File: src/rtl/fetch_sequencer.sv
// ---------------------------------------------------------------------------
// fetch_sequencer
//   Control sequencer for a simple fetch/execute datapath. Walks the PC
//   through MAR, waits for memory, loads IR, hands off to the execute stage
//   and services PC redirects. All datapath controls are Moore outputs
//   decoded from the state register.
//
// Parameters
//   MEM_TIMEOUT   maximum FETCH_MEM wait cycles before abort (1..255)
//
// Build option
//   FETCH_PAUSE_EN  when defined, a PAUSE state follows each completed
//                   instruction (Run=1) and is left on Continue=1.
//
// Ports
//   Clk           sole clock, rising edge
//   Reset         asynchronous active-low reset
//   Run           level, permits instruction fetch
//   Continue      level, leaves PAUSE (FETCH_PAUSE_EN builds only)
//   Mem_Ready     memory read data valid
//   Exec_Done     execute stage finished without PC change
//   Redirect_Req  execute stage requests PC load
//   Redirect_Src  redirect source: 0 address adder, 1 bus
//   LD_PC         PC load enable
//   Sel_PC        PC mux: 00 incr, 01 adder, 10 bus, 11 hold
//   GatePC        drive PC onto bus
//   LD_MAR        MAR load enable
//   Mem_OE        memory read enable
//   LD_MDR        MDR load enable
//   LD_IR         IR load enable
//   Exec_Start    one-cycle pulse starting execute
//   Redirect_Ack  one-cycle pulse accepting redirect
//   Mem_Err       sticky fetch-timeout flag (cleared by reset only)
//   Fetch_Count   number of IR loads, wraps at 16 bits
// ---------------------------------------------------------------------------
module fetch_sequencer #(
    parameter int MEM_TIMEOUT = 15
) (
    input  logic        Clk,
    input  logic        Reset,
    input  logic        Run,
    input  logic        Continue,
    input  logic        Mem_Ready,
    input  logic        Exec_Done,
    input  logic        Redirect_Req,
    input  logic        Redirect_Src,
    output logic        LD_PC,
    output logic [1:0]  Sel_PC,
    output logic        GatePC,
    output logic        LD_MAR,
    output logic        Mem_OE,
    output logic        LD_MDR,
    output logic        LD_IR,
    output logic        Exec_Start,
    output logic        Redirect_Ack,
    output logic        Mem_Err,
    output logic [15:0] Fetch_Count
);

    typedef enum logic [2:0] {
        S_HALTED    = 3'd0,
        S_FETCH_MAR = 3'd1,
        S_FETCH_MEM = 3'd2,
        S_FETCH_IR  = 3'd3,
        S_EXEC      = 3'd4,
        S_REDIRECT  = 3'd5
`ifdef FETCH_PAUSE_EN
        , S_PAUSE   = 3'd6
`endif
    } state_e;

    // Counter value seen on the last permitted wait cycle.
    localparam logic [7:0] TIMEOUT_LAST = 8'(MEM_TIMEOUT - 1);

    state_e      state_q, state_d;
    logic [7:0]  wait_cnt_q, wait_cnt_d;
    logic        mem_err_q, mem_err_d;
    logic [15:0] fetch_count_q, fetch_count_d;
    logic        exec_first_q, exec_first_d;

`ifndef FETCH_PAUSE_EN
    logic        unused_continue_s;
    assign unused_continue_s = Continue;
`endif

    // Where to go once an instruction has finished (Exec_Done or redirect).
    function automatic state_e after_instr(input logic run);
        state_e nxt;
        if (run) begin
`ifdef FETCH_PAUSE_EN
            nxt = S_PAUSE;
`else
            nxt = S_FETCH_MAR;
`endif
        end else begin
            nxt = S_HALTED;
        end
        return nxt;
    endfunction

    // State and datapath-counter registers.
    always_ff @(posedge Clk or negedge Reset) begin
        if (!Reset) begin
            state_q       <= S_HALTED;
            wait_cnt_q    <= 8'd0;
            mem_err_q     <= 1'b0;
            fetch_count_q <= 16'h0000;
            exec_first_q  <= 1'b0;
        end else begin
            state_q       <= state_d;
            wait_cnt_q    <= wait_cnt_d;
            mem_err_q     <= mem_err_d;
            fetch_count_q <= fetch_count_d;
            exec_first_q  <= exec_first_d;
        end
    end

    // Next-state, wait counter, error flag and fetch counter.
    always_comb begin
        state_d       = state_q;
        wait_cnt_d    = wait_cnt_q;
        mem_err_d     = mem_err_q;
        fetch_count_d = fetch_count_q;
        exec_first_d  = 1'b0;
        case (state_q)
            S_HALTED: begin
                // A latched timeout pins the sequencer here until reset.
                if (Run && !mem_err_q) begin
                    state_d = S_FETCH_MAR;
                end else begin
                    state_d = S_HALTED;
                end
            end
            S_FETCH_MAR: begin
                state_d    = S_FETCH_MEM;
                wait_cnt_d = 8'd0;
            end
            S_FETCH_MEM: begin
                // Data arriving on the last wait cycle still wins.
                if (Mem_Ready) begin
                    state_d = S_FETCH_IR;
                end else if (wait_cnt_q == TIMEOUT_LAST) begin
                    mem_err_d = 1'b1;
                    state_d   = S_HALTED;
                end else begin
                    wait_cnt_d = wait_cnt_q + 8'd1;
                end
            end
            S_FETCH_IR: begin
                fetch_count_d = fetch_count_q + 16'd1;
                exec_first_d  = 1'b1;
                state_d       = S_EXEC;
            end
            S_EXEC: begin
                if (Redirect_Req) begin
                    state_d = S_REDIRECT;
                end else if (Exec_Done) begin
                    state_d = after_instr(Run);
                end else begin
                    state_d = S_EXEC;
                end
            end
            S_REDIRECT: begin
                state_d = after_instr(Run);
            end
`ifdef FETCH_PAUSE_EN
            S_PAUSE: begin
                if (!Run) begin
                    state_d = S_HALTED;
                end else if (Continue) begin
                    state_d = S_FETCH_MAR;
                end else begin
                    state_d = S_PAUSE;
                end
            end
`endif
            default: begin
                state_d = S_HALTED;
            end
        endcase
    end

    // Moore output decode from the state register.
    always_comb begin
        LD_PC        = 1'b0;
        Sel_PC       = 2'b11;
        GatePC       = 1'b0;
        LD_MAR       = 1'b0;
        Mem_OE       = 1'b0;
        LD_MDR       = 1'b0;
        LD_IR        = 1'b0;
        Exec_Start   = 1'b0;
        Redirect_Ack = 1'b0;
        case (state_q)
            S_FETCH_MAR: begin
                GatePC = 1'b1;
                LD_MAR = 1'b1;
                LD_PC  = 1'b1;
                Sel_PC = 2'b00;
            end
            S_FETCH_MEM: begin
                Mem_OE = 1'b1;
                LD_MDR = 1'b1;
            end
            S_FETCH_IR: begin
                LD_IR = 1'b1;
            end
            S_EXEC: begin
                Exec_Start = exec_first_q;
            end
            S_REDIRECT: begin
                LD_PC        = 1'b1;
                Sel_PC       = Redirect_Src ? 2'b10 : 2'b01;
                Redirect_Ack = 1'b1;
            end
            default: begin
                LD_PC = 1'b0;
            end
        endcase
    end

    assign Mem_Err     = mem_err_q;
    assign Fetch_Count = fetch_count_q;

endmodule

File: config.mk
export PLATFORM = sky130hd
export DESIGN_NAME = fetch_sequencer
export DESIGN_NICKNAME = d
export VERILOG_FILES = /design/src/rtl/fetch_sequencer.sv
export SDC_FILE = /design/constraint.sdc
export NUM_CORES = 1
export LEC_CHECK = 0
export ABC_AREA = 1
export CAP_MARGIN = 20
export CORE_ASPECT_RATIO = 1.4
export CORE_MARGIN = 1.5
export CORE_UTILIZATION = 52
export CTS_BUF_LIST = sky130_fd_sc_hd__clkbuf_8
export CTS_CLUSTER_SIZE = 14
export DETAILED_ROUTE_END_ITERATION = 8
export GPL_ROUTABILITY_DRIVEN = 0
export GPL_TIMING_DRIVEN = 0
export PLACE_DENSITY_LB_ADDON = 0.08
export SYNTH_ARGS = -nofsm -noshare
export SYNTH_HDL_FRONTEND = slang
export SYNTH_SLANG_ARGS = --single-unit
File: constraint.sdc
create_clock -name Clk -period 1.5 [get_ports Clk]
set_input_delay 0.15 -clock Clk [delete_from_list [all_inputs] [get_ports Clk]]
set_output_delay 0.15 -clock Clk [all_outputs]
set_load 0.02 [all_outputs]
After elaboration in Yosys (flattened, before gate mapping)
Cells that the tools add are included.
{"block": "word_totals", "regBits": 29, "latchBits": 0, "ramBits": 0, "rom_bits": 0, "word_cells": 42, "mem_count": 0}
{"block": "op_classes", "addsub": 2, "multipliers": 0, "n_div": 0, "order_cmp": 0, "n_eq_ne": 9, "n_shift": 0, "mux": 18, "bitwise": 1, "n_reduce_logical": 7}
{"operator": "$pmux W3 S6", "count": 1}
{"operator": "$add A16 B1 Y16 const B", "count": 1}
{"operator": "$mux W8", "count": 2}
{"operator": "$pmux W8 S2", "count": 1}
{"operator": "$mux W3", "count": 4}
{"operator": "$add A8 B1 Y8 const B", "count": 1}
{"operator": "$eq A8 B4 Y1 const B", "count": 1}
{"operator": "$mux W1", "count": 8}
{"operator": "$eq A3 B2 Y1 const B", "count": 2}
{"operator": "$eq A3 B3 Y1 const B", "count": 2}
{"operator": "$reduce_and A3 Y1", "count": 2}
{"operator": "$ne A2 B2 Y1 const B", "count": 2}
{"operator": "$pmux W2 S2", "count": 1}
{"operator": "$eq A3 B1 Y1 const B", "count": 1}
{"operator": "$logic_not A3 Y1", "count": 1}
{"operator": "$ne A3 B3 Y1 const B", "count": 1}
{"operator": "$mux W2", "count": 1}
{"operator": "$reduce_bool A2 Y1", "count": 1}
{"operator": "$reduce_or A2 Y1", "count": 1}
{"operator": "$logic_and A1 B1 Y1", "count": 1}
{"operator": "$logic_not A1 Y1", "count": 1}
{"operator": "$not A1 Y1", "count": 1}

Depth between registers and ports, before layout
Gate-level depths: netlist of the first run.
{"block": "logic_depth", "ltp_word": 4, "ltp_mapped": 9, "depth_no_buf": 9}

Least setup slack after synthesis of the first run
Ideal clock, no wire load.
{"block": "synth_timing", "path_type": "register to output", "from": "reg state_q[1]", "to": "out LD_MAR", "t_arrival_ns": 1.530, "path_slack_ns": -0.180, "stages_incl_launch_ff": 5, "path_buffers": 1, "path_cell_list": "dfrtp_1 nor2_1 nand2_1 inv_1 buf_4"}
{"block": "synth_between", "elab_chain_cells": 2}
{"item": "start: declaration", "line": "75", "source": "state_e state_q, state_d;"}
{"item": "start signal: assignment", "line": "110", "source": "state_q <= state_d;"}
{"item": "$eq A3 B1 Y1"}
{"item": "$mux W1"}
{"item": "end: declaration", "line": "50", "source": "output logic LD_MAR,"}
Every way passes these cells.

Final worst setup path of the first run
{"block": "layout_timing", "from": "reg fetch_count_q[6], in the netlist Fetch_Count[6]", "to": "out Fetch_Count[6]"}
{"item": "start: declaration", "line": "78", "source": "logic [15:0] fetch_count_q, fetch_count_d;"}
{"item": "start signal: assignment", "line": "113", "source": "fetch_count_q <= fetch_count_d;"}
{"item": "end: declaration", "line": "57", "source": "output logic [15:0] Fetch_Count"}
No word-level cell between the ends.

==> results of run 1 <==
==> layer usage <==
metal | up-vias | global-route usage [%]
li1 | 751 | -
met1 | 668 | 24.2
met2 | 34 | 43.7
met3 | 11 | 5.17
met4 | 0 | 10.8
met5 | - | 0
==> flip-flops by register name, indices dropped and copies added (netlist names) <==
signal        cells
Mem_Err           1
state_q           3
wait_cnt_q        8
exec_first_q      1
Fetch_Count      16
==> synth_stat cells, drive strengths merged <==
cell,number,share of area [%]
a21oi,3,0.94
o21bai,1,0.47
nor2,31,8.4
nand3,16,5.3
o21ai,7,2.2
xor2,7,3.8
inv,27,6.3
xnor2,6,3.3
ha,3,2.3
nand2,66,17
or2,1,0.39
nand4,4,1.6
nor3,3,0.94
dfrtp,29,45
buf,2,0.94
nor3b,1,0.47
o31ai,1,0.47
==> cell families after synthesis <==
family / Yosys count
compound gates: 12
xor+xnor: 13
fa+ha+maj: 3
buf+inv: 29
flops: 29
simple gates: 122
==> stage by stage <==
stage	cell area [sq um]	setup WS [ps]	utilization [%]
6_report	2230	31.7	76.9
5_1_grt	2230	-17.3	76.9
4_1_cts	2170	-4.44	74.6
3_5_place_dp	2010	-341	69.2
3_3_place_gp	1980	-338	68.2
2_1_floorplan	1610	90.4	-
==> report_power, final <==
group	internal, W	switching [W]	total, W
Clock	0.000414	0.000300	0.000714
Sequential	0.000901	0.000158	0.00106
Combinational	0.000564	0.000742	0.00131
==> worst register-to-register path, cell delays in order, from the launching register on <==
cell and delay, ps:
dfrtp_1 430, inv_2 120, buf_6 120, nand3_4 90, buf_6 160, nor2_4 150, nand2_4 110, nand2_8 100
a21oi_1 80
==> final cells by class <==
type,instances,area share [%]
inverters,27,4.65
repair buffers,44,19.0
well taps,37,2.07
clock buffers,7,4.31
plain buffers,2,0.840
multi-input cells,151,36.3
clock inverters,1,0.224
flip-flops and latches,29,32.6
==> repair_timing <==
action                     in CTS  in global routing
resized for setup              41                 22
cloned                          0                  1
setup endpoints to repair      19                 22
buffers inserted                8                  2
pin swaps                       2                  3
==> how the worst min path moves through the flow <==
stage                                       endpoint                start  slack [ps]
after floorplan           Fetch_Count[0]$_DFFE_PN0P_                Reset        -150
after global placement           Mem_Err$_DFFE_PN0P_  Mem_Err$_DFFE_PN0P_         470
after detailed placement         Mem_Err$_DFFE_PN0P_  Mem_Err$_DFFE_PN0P_         480
after CTS                     exec_first_q$_DFF_PN0_                Reset         320
after global routing       wait_cnt_q[3]$_DFFE_PN0P_                Reset         350
final                      wait_cnt_q[5]$_DFFE_PN0P_                Reset         310
==> metrics, run 1 <==
Die ar.=~3400 sq um; Area Growth Syn to Fin=39.7%; Met2 Routed Length=roughly 2.0 mm; Worst R2R End=wait_cnt_q[0]$_DFFE_PN0P_; Ys Warns=0; WP data arrival=between 1000 and 1500 ps; MaxCap Viol Count=0; largest net degree at the start of global routing=18; fin cells=around 300; Syn Area/Cell=7.69 sq um; Sum Neg Setup Slack=0 ps; crit-path max FO=4; HPWL after detailed placement=~2.4 mm; Setup Viol. Count Final=0; critical path type=register to primary output; row cnt=23; clock sink total=29; dpl cells=279; post-route ant nets=0; actual slew at the worst max-slew pin=roughly 740 ps; status=complete, no violations; sequential share of the synthesized area=around 45%; CP bufs+invs=1; pwr dens=around 1400 nW/um^2; Pleak=approximately 1.2 nW; Post-CTS Hold Fix Bufs=0; max-slew violation count=0; routed wl met3=137 um; initial antenna violation count=0; simple-gate share of the synthesized area=roughly a third; HP Class=input pin to async pin; Max IR drop VDD=between 0.001 and 0.0015 V; Slew headroom=50.4%; reg2reg path depth=8; Top Ports=35; Clock Path Buffers=2; core area=just under 3000 sq um; CTS tree=yes; leading cell type in the layout, fill and taps excluded=nand2_1; final wirelength=3.70 mm; share of cells above drive strength 1=a little under a fifth; Tmin final=between 1000 and 1500 ps; most frequent cells in the layout=nand2_1, dfrtp_1, nor2_1; Crit path depth=1; GRT Total Usage=between 20% and 30%; initial core utilization=about 55%; Setup crit start=Fetch_Count[6]$_DFFE_PN0P_; f_max=~680 MHz; end of the critical path=Fetch_Count[6]; Synth Area in Adders=roughly 2.3%; max incr delay on CP=630 ps; Worst R2R Start=state_q[0]$_DFFE_PN0P_; first-pass detailed-route iteration total=4; xor/xnor cell area share of the yosys netlist=approximately 7.1%; CP max-delay cell=clkdlybuf4s50_1; syn_nets=219; CTS Buf Count=5; initial detailed-routing violation count=20; PortBufs=33; Hold WS=between 300 and 400 ps; Root Buffer=clkbuf_8; final period utilization=between 90% and 100%; grt ovf=0; vias per cell=between 4 and 5; Mapped Area=between 1500 and 2000 sq um; nature of the critical path startpoint=register; final hold vios=0; synthesis-stage register bit count=29; vias in the first global route=1,380; ant diodes=0; multiplexer share of the synthesized area=0%; largest family of logic cells by synthesized area=simple AND/OR/NAND/NOR gates; Clock Skews=approximately 4.7 ps; Crit path max-delay family=buffers and inverters; fin nets=about 270; synthesized instance count=around 210; average wire per standard cell=roughly 12 um; Final Power=around 0.0031 W; library cells used by synthesis=22; routed via count=1,464; area of the multi-input gates=between 800 and 900 sq um; WL met1=1.49 mm; Fill cells=around 220; FF+latch area=~730 sq um; Worst R2R Setup Slack=~40 ps; CP Capture Type=primary output; global-route wire length before repair=5.88 mm; Synth Area in Compound Gates=under 10%; CP Cell Sequence=clkdlybuf4s50_1; Max Used Layer=met4; DRC violations left=0; Die Span Y=between 60 and 70 um; Critical Path RT=1350 ps; die width=between 40 and 50 um; clk_lat worst skew=about 280 ps; H-tree levels=2; Clk pin slew, worst setup/hold paths=60 ps
Power figures use the tool's default switching activity.
==> run 2, diff against run 1 <==
CAP_MARGIN = not set   (was 20)
==> run 2 against run 1 <==
Compared with the run above:
- first-iteration DRC count up 90%
- clock skew down 3.8 ps
- cell area down 0.39%
- global-route usage down 0.12 points
- combinational power about the same
- the run now ends with setup timing left
- sequential power about the same
- worst setup slack worse by 47 ps
- total power down 0.82%
- clock power about the same
- critical endpoint is now Exec_Start
- critical path depth up 3
- final cell count down 0.67%
- maximum frequency down 3.1%
==> metrics, run 2 (synthesis results as in run 1) <==
status=finished with violations; violated checks=setup timing; largest net degree at the start of global routing=30 (+12); CP Cell Sequence=nor2_1 -> nand2_1 -> nor2_1 -> clkdlybuf4s15_2; Top Ports=35 (unchanged); initial detailed-routing violation count=38 (+90%); WP data arrival=1370 ps (+50 ps); dpl cells=278 (-0.36%); P_int=0.00187 W (-0.34%); Clock Skews=0.895 ps (-3.80 ps); CTS tree=yes; fin nets=269 (-0.74%); leading cell type in the layout, fill and taps excluded=nand2_1; Root Buffer=clkbuf_8; vias per cell=4.87 (-0.91%); clk_lat worst skew=280 ps (about the same); Area Growth Syn to Fin=39.2%; final hold vios=0 (unchanged); CP Capture Type=primary output; pwr dens=1370 nW/um^2 (-0.43%); Sw Share=38.7% (-0.30 points); RSZ-0062 raised after global routing=yes; max incr delay on CP=450 ps (-180 ps); DRC violations left=0 (unchanged); Pleak=1.28 nW (+5.1%); f_max=660 MHz (-3.1%); global-route wire length before repair=5.83 mm (-0.82%); final wirelength=3.63 mm (-2.0%); critical path type=register to primary output; Switch Pwr=0.00118 W (-1.6%); Max IR drop VDD=0.000975 V (-17%); CTS Buf Count=5 (unchanged); pre-CTS WS=-356 ps (-14.8 ps); final period utilization=101% (+3.1 points); fin cells=296 (-0.67%); max FFs per register=16 (unchanged); area of the multi-input gates=798 sq um (-1.7%); row cnt=23 (unchanged); FF+latch area=728 sq um (unchanged); Sum Neg Setup Slack=-15.4 ps (-15.4 ps); actual slew at the worst max-slew pin=651 ps (-90.6 ps); PortBufs=33 (unchanged); crit-path max FO=5 (+1); Clock Path Buffers=2 (unchanged); Clk pin slew, worst setup/hold paths=60 ps (about the same); die width=49.9 um (unchanged); Die Span Y=68.6 um (unchanged); combinational fraction of design power=42.2% (-0.2 points); vias in the first global route=1,361 (-1.4%); most frequent cells in the layout=nand2_1, dfrtp_1, nor2_1; clock sink total=29 (unchanged); Die ar.=3420 sq um (unchanged); Tmin final=1520 ps (+47.1 ps); ant diodes=0 (unchanged); grt ovf=0 (unchanged); CP max-delay cell=dfrtp_2; MaxCap Viol Count=0 (unchanged); initial core utilization=55.0% (unchanged); Setup Viol. Count Final=1 (+1); average wire per standard cell=12.3 um (-1.3%); GRT Total Usage=22.9% (-0.12 points); nature of the critical path startpoint=register; Crit path top cell by count=nor2_1; HP Class=input pin to async pin; H-tree levels=2 (unchanged); first-pass detailed-route iteration total=4 (unchanged); share of cells above drive strength 1=17.0% (-1.4 points); clock share of power=23.4% (+0.2 points); Reg power frac=34.3% (about the same); max-slew violation count=0 (unchanged); routed via count=1,441 (-1.6%); Fill cells=228 (+1.8%); Critical Path RT=1350 ps (about the same); slack of the critical path=-15.4 ps (-47.1 ps); core area=2910 sq um (unchanged); Slew headroom=56.6% (+6.2 points); initial antenna violation count=0 (unchanged); post-route ant nets=0 (unchanged); HPWL after detailed placement=2.33 mm (-4.6%)
==> run 2: cell types whose count changed in the layout (fill, tap and decap cells not counted), moves of 2 or more <==
cell             delta
buf_2               -2
dlygate4sd2_1       -3
dlymetal6s2s_1      +5
clkdlybuf4s50_1     -3
buf_4               -2
buf_6               +2
==> run 2: critical path: cells and delay by family (launching register included) <==
kind,cells,cell delay (ps)
buffers and inverters,1,260
and+or+nand+nor,3,370
DFF,1,450
==> run 2: final cells by class <==
class / instances / area share (%)
tap: 37 / 2.08
clock buffer: 7 / 4.33
clock inverter: 1 / 0.225
inverter: 27 / 4.78
multi-input combinational: 150 / 35.9
sequential: 29 / 32.7
buffer: 2 / 0.843
timing repair buffer: 43 / 19.2
==> run 2: through the flow <==
stage               cell area, sq um  power, W  hold WS, ps  utilization, %
finish                          2230   0.00305          429            76.6
global route                    2230   0.00324          475            76.6
CTS                             2150   0.00292          314            73.9
detailed placement              1980   0.00209          486            68.2
global placement                1980   0.00207          475            68.2
floorplan                       1610   0.00167         -146               -
==> run 2: worst paths after layout <==
kind | start | end | slack (ps) | cells after the start
worst max register to register | state_q[0]$_DFFE_PN0P_ | wait_cnt_q[5]$_DFFE_PN0P_ | 80 | 8
max in group asynchronous | Reset | state_q[2]$_DFFE_PN0P_ | 610 | 2
worst min register to register | Mem_Err$_DFFE_PN0P_ | Mem_Err$_DFFE_PN0P_ | 500 | 2
worst max-delay path | state_q[1]$_DFFE_PN0P_ | Exec_Start | -20 | 4
worst min-delay path | Reset | wait_cnt_q[5]$_DFFE_PN0P_ | 430 | 2
min in group Clk | Mem_Err$_DFFE_PN0P_ | Mem_Err$_DFFE_PN0P_ | 500 | 2
==> run 2: power groups by stage <==
stage / Combinational, W / Sequential (W) / Clock, W
after floorplan: 0.000597 / 0.00107 / 0
after detailed placement: 0.00105 / 0.00105 / 0
after global routing: 0.00140 / 0.00106 / 0.000770
after global placement: 0.00102 / 0.00105 / 0
after CTS: 0.00116 / 0.00104 / 0.000722
final: 0.00129 / 0.00105 / 0.000715
==> run 2: what timing repair did <==
item,in CTS,in global routing
hold buffers,0,1
endpoints found under the hold margin,0,29
setup buffers,8,1
pin swaps,2,1
endpoints found under the setup margin,16,29
resized for setup,38,30
==> run 2: routing by layer <==
metal,share of wire [%],up-vias,global-route usage (%)
met5,0,-,0
met4,1.4,0,10.8
met3,3.1,7,5.82
met2,55,26,43.7
met1,41,661,23.4
li1,-,747,-
==> run 3, diff against run 2 <==
GPL_TIMING_DRIVEN = 1   (was 0)
==> run 3 against run 2 <==
Compared with the run above:
- the run now ends clean
- largest cell class unchanged
- register-to-register slack got worse by 70 ps
- worst hold slack got worse by 190 ps
- cell area fell by 2.6%
- worst setup slack improved by 29 ps
==> metrics, run 3 (synthesis results as in run 1) <==
grt ovf=0 (unchanged); first-pass detailed-route iteration total=4 (unchanged); reg2reg path depth=8 (unchanged); crit-path max FO=7 (+2); Max IR drop VDD=0.00101 V (+3.4%); routed via count=1,514 (+5.1%); clk_lat worst skew=280 ps (about the same); nature of the critical path startpoint=register; vias in the first global route=1,510 (+11%); WP data arrival=1700 ps (+330 ps); final wirelength=3.80 mm (+4.9%); die width=49.9 um (unchanged); RSZ-0062 raised after global routing=yes; CTS Buf Count=5 (unchanged); Final Power=0.00277 W (-9.1%); Crit path max-delay family=flip-flops; max FFs per register=16 (unchanged); clock sink total=29 (unchanged); initial detailed-routing violation count=32 (-16%); status=complete, no violations; Crit path depth=8 (+4); leading cell type in the layout, fill and taps excluded=nand2_1; max-slew violation count=0 (unchanged); final period utilization=99.1% (-1.9 points); MaxCap Viol Count=0 (unchanged); Pleak=1.20 nW (-5.7%); Post-DP Area=2040 sq um (+2.6%); PortBufs=33 (unchanged); Top Ports=35 (unchanged); largest net degree at the start of global routing=30 (unchanged); Sum Neg Setup Slack=0 ps (+15.4 ps); max incr delay on CP=450 ps (about the same); Final Cell Area=2170 sq um (-2.6%); most frequent cells in the layout=nand2_1, dfrtp_1, inv_1; CP Capture Type=register; actual slew at the worst max-slew pin=361 ps (-290 ps); HPWL after detailed placement=2.71 mm (+16%); initial core utilization=55.0% (unchanged); initial antenna violation count=0 (unchanged); Clock Skews=9.21 ps (+8.31 ps); Area Growth Syn to Fin=35.5%; global-route wire length before repair=6.17 mm (+5.8%); fin nets=269 (unchanged); CP bufs+invs=3 (+2); average wire per standard cell=12.9 um (+4.9%); Root Buffer=clkbuf_8; row cnt=23 (unchanged); CP Cell Sequence=buf_6 -> nand2_4 -> nor2_4 -> buf_6 -> nand2_4 -> nor2_4 -> buf_4 -> xor2_1; CP max-delay cell=dfrtp_2; Setup Viol. Count Final=0 (-1); pwr dens=1280 nW/um^2 (-6.7%); Tmin final=1490 ps (-29.1 ps); post-route ant nets=0 (unchanged); slack of the critical path=13.7 ps (+29.1 ps); CTS tree=yes; critical path type=register to register; vias per cell=5.11 (+5.1%); f_max=673 MHz (+2.0%); pre-CTS WS=-101 ps (+255 ps); Hold WS=243 ps (-186 ps); core area=2910 sq um (unchanged); ant diodes=0 (unchanged); Clk pin slew, worst setup/hold paths=70 ps (about the same); Slew headroom=76.0% (+19 points); GRT Total Usage=24.1% (+1.2 points); DRC violations left=0 (unchanged); Clock Path Buffers=2 (unchanged); Critical Path RT=1710 ps (+360 ps); share of cells above drive strength 1=17.4% (+0.39 points); Die ar.=3420 sq um (unchanged); Die Span Y=68.6 um (unchanged); final hold vios=0 (unchanged); HP Class=input pin to async pin; H-tree levels=2 (unchanged)
==> run 3: stage by stage <==
stage	util, %	cells
floorplan	-	208
global placement	70.0	285
detailed placement	70.0	285
CTS	73.1	293
global route	74.6	296
finish	74.6	296
==> run 3: per-layer routing <==
layer / share of wire, % / wire (um) / vias up / global-route usage, %
met5: 0 / 0 / - / 0
met4: 2.0 / 75 / 0 / 14.2
met3: 3.6 / 136 / 11 / 5.82
met2: 55 / 2100 / 34 / 46.0
met1: 39 / 1490 / 725 / 23.6
li1: - / - / 744 / -
==> run 3: power by group <==
part           leakage [nW]  internal (W)  switching (W)  total, W
Sequential            0.390      0.000899       0.000139   0.00104
Clock                0.0491      0.000314       0.000299  0.000613
Combinational         0.764      0.000448       0.000676   0.00112
==> run 3: path summary, 6_finish.rpt <==
kind                       slack (ps)                    endpoint              startpoint
max in group asynchronous         970      state_q[1]$_DFFE_PN0P_                   Reset
min in group Clk                  510      state_q[0]$_DFFE_PN0P_                     Run
max                                10  Fetch_Count[9]$_DFFE_PN0P_  state_q[1]$_DFFE_PN0P_
min                               240      state_q[0]$_DFFE_PN0P_                   Reset
min reg2reg                       510         Mem_Err$_DFFE_PN0P_     Mem_Err$_DFFE_PN0P_
max reg2reg                        10  Fetch_Count[9]$_DFFE_PN0P_  state_q[1]$_DFFE_PN0P_
==> run 3: area by class of cell <==
cell class	instances	area, sq um
Sequential cell	29	727
Clock buffer	5	68.8
Tap cell	37	46.3
Inverter	27	101
Clock inverter	3	13.8
Multi-Input combinational cell	150	795
Fill cell	236	739
Timing Repair Buffer	45	415
==> run 3: what timing repair did <==
action	in CTS	in global routing
buffers inserted	0	3
pin swaps	0	3
hold buffers	0	0
endpoints found under the setup margin	14	28
resized for setup	26	27
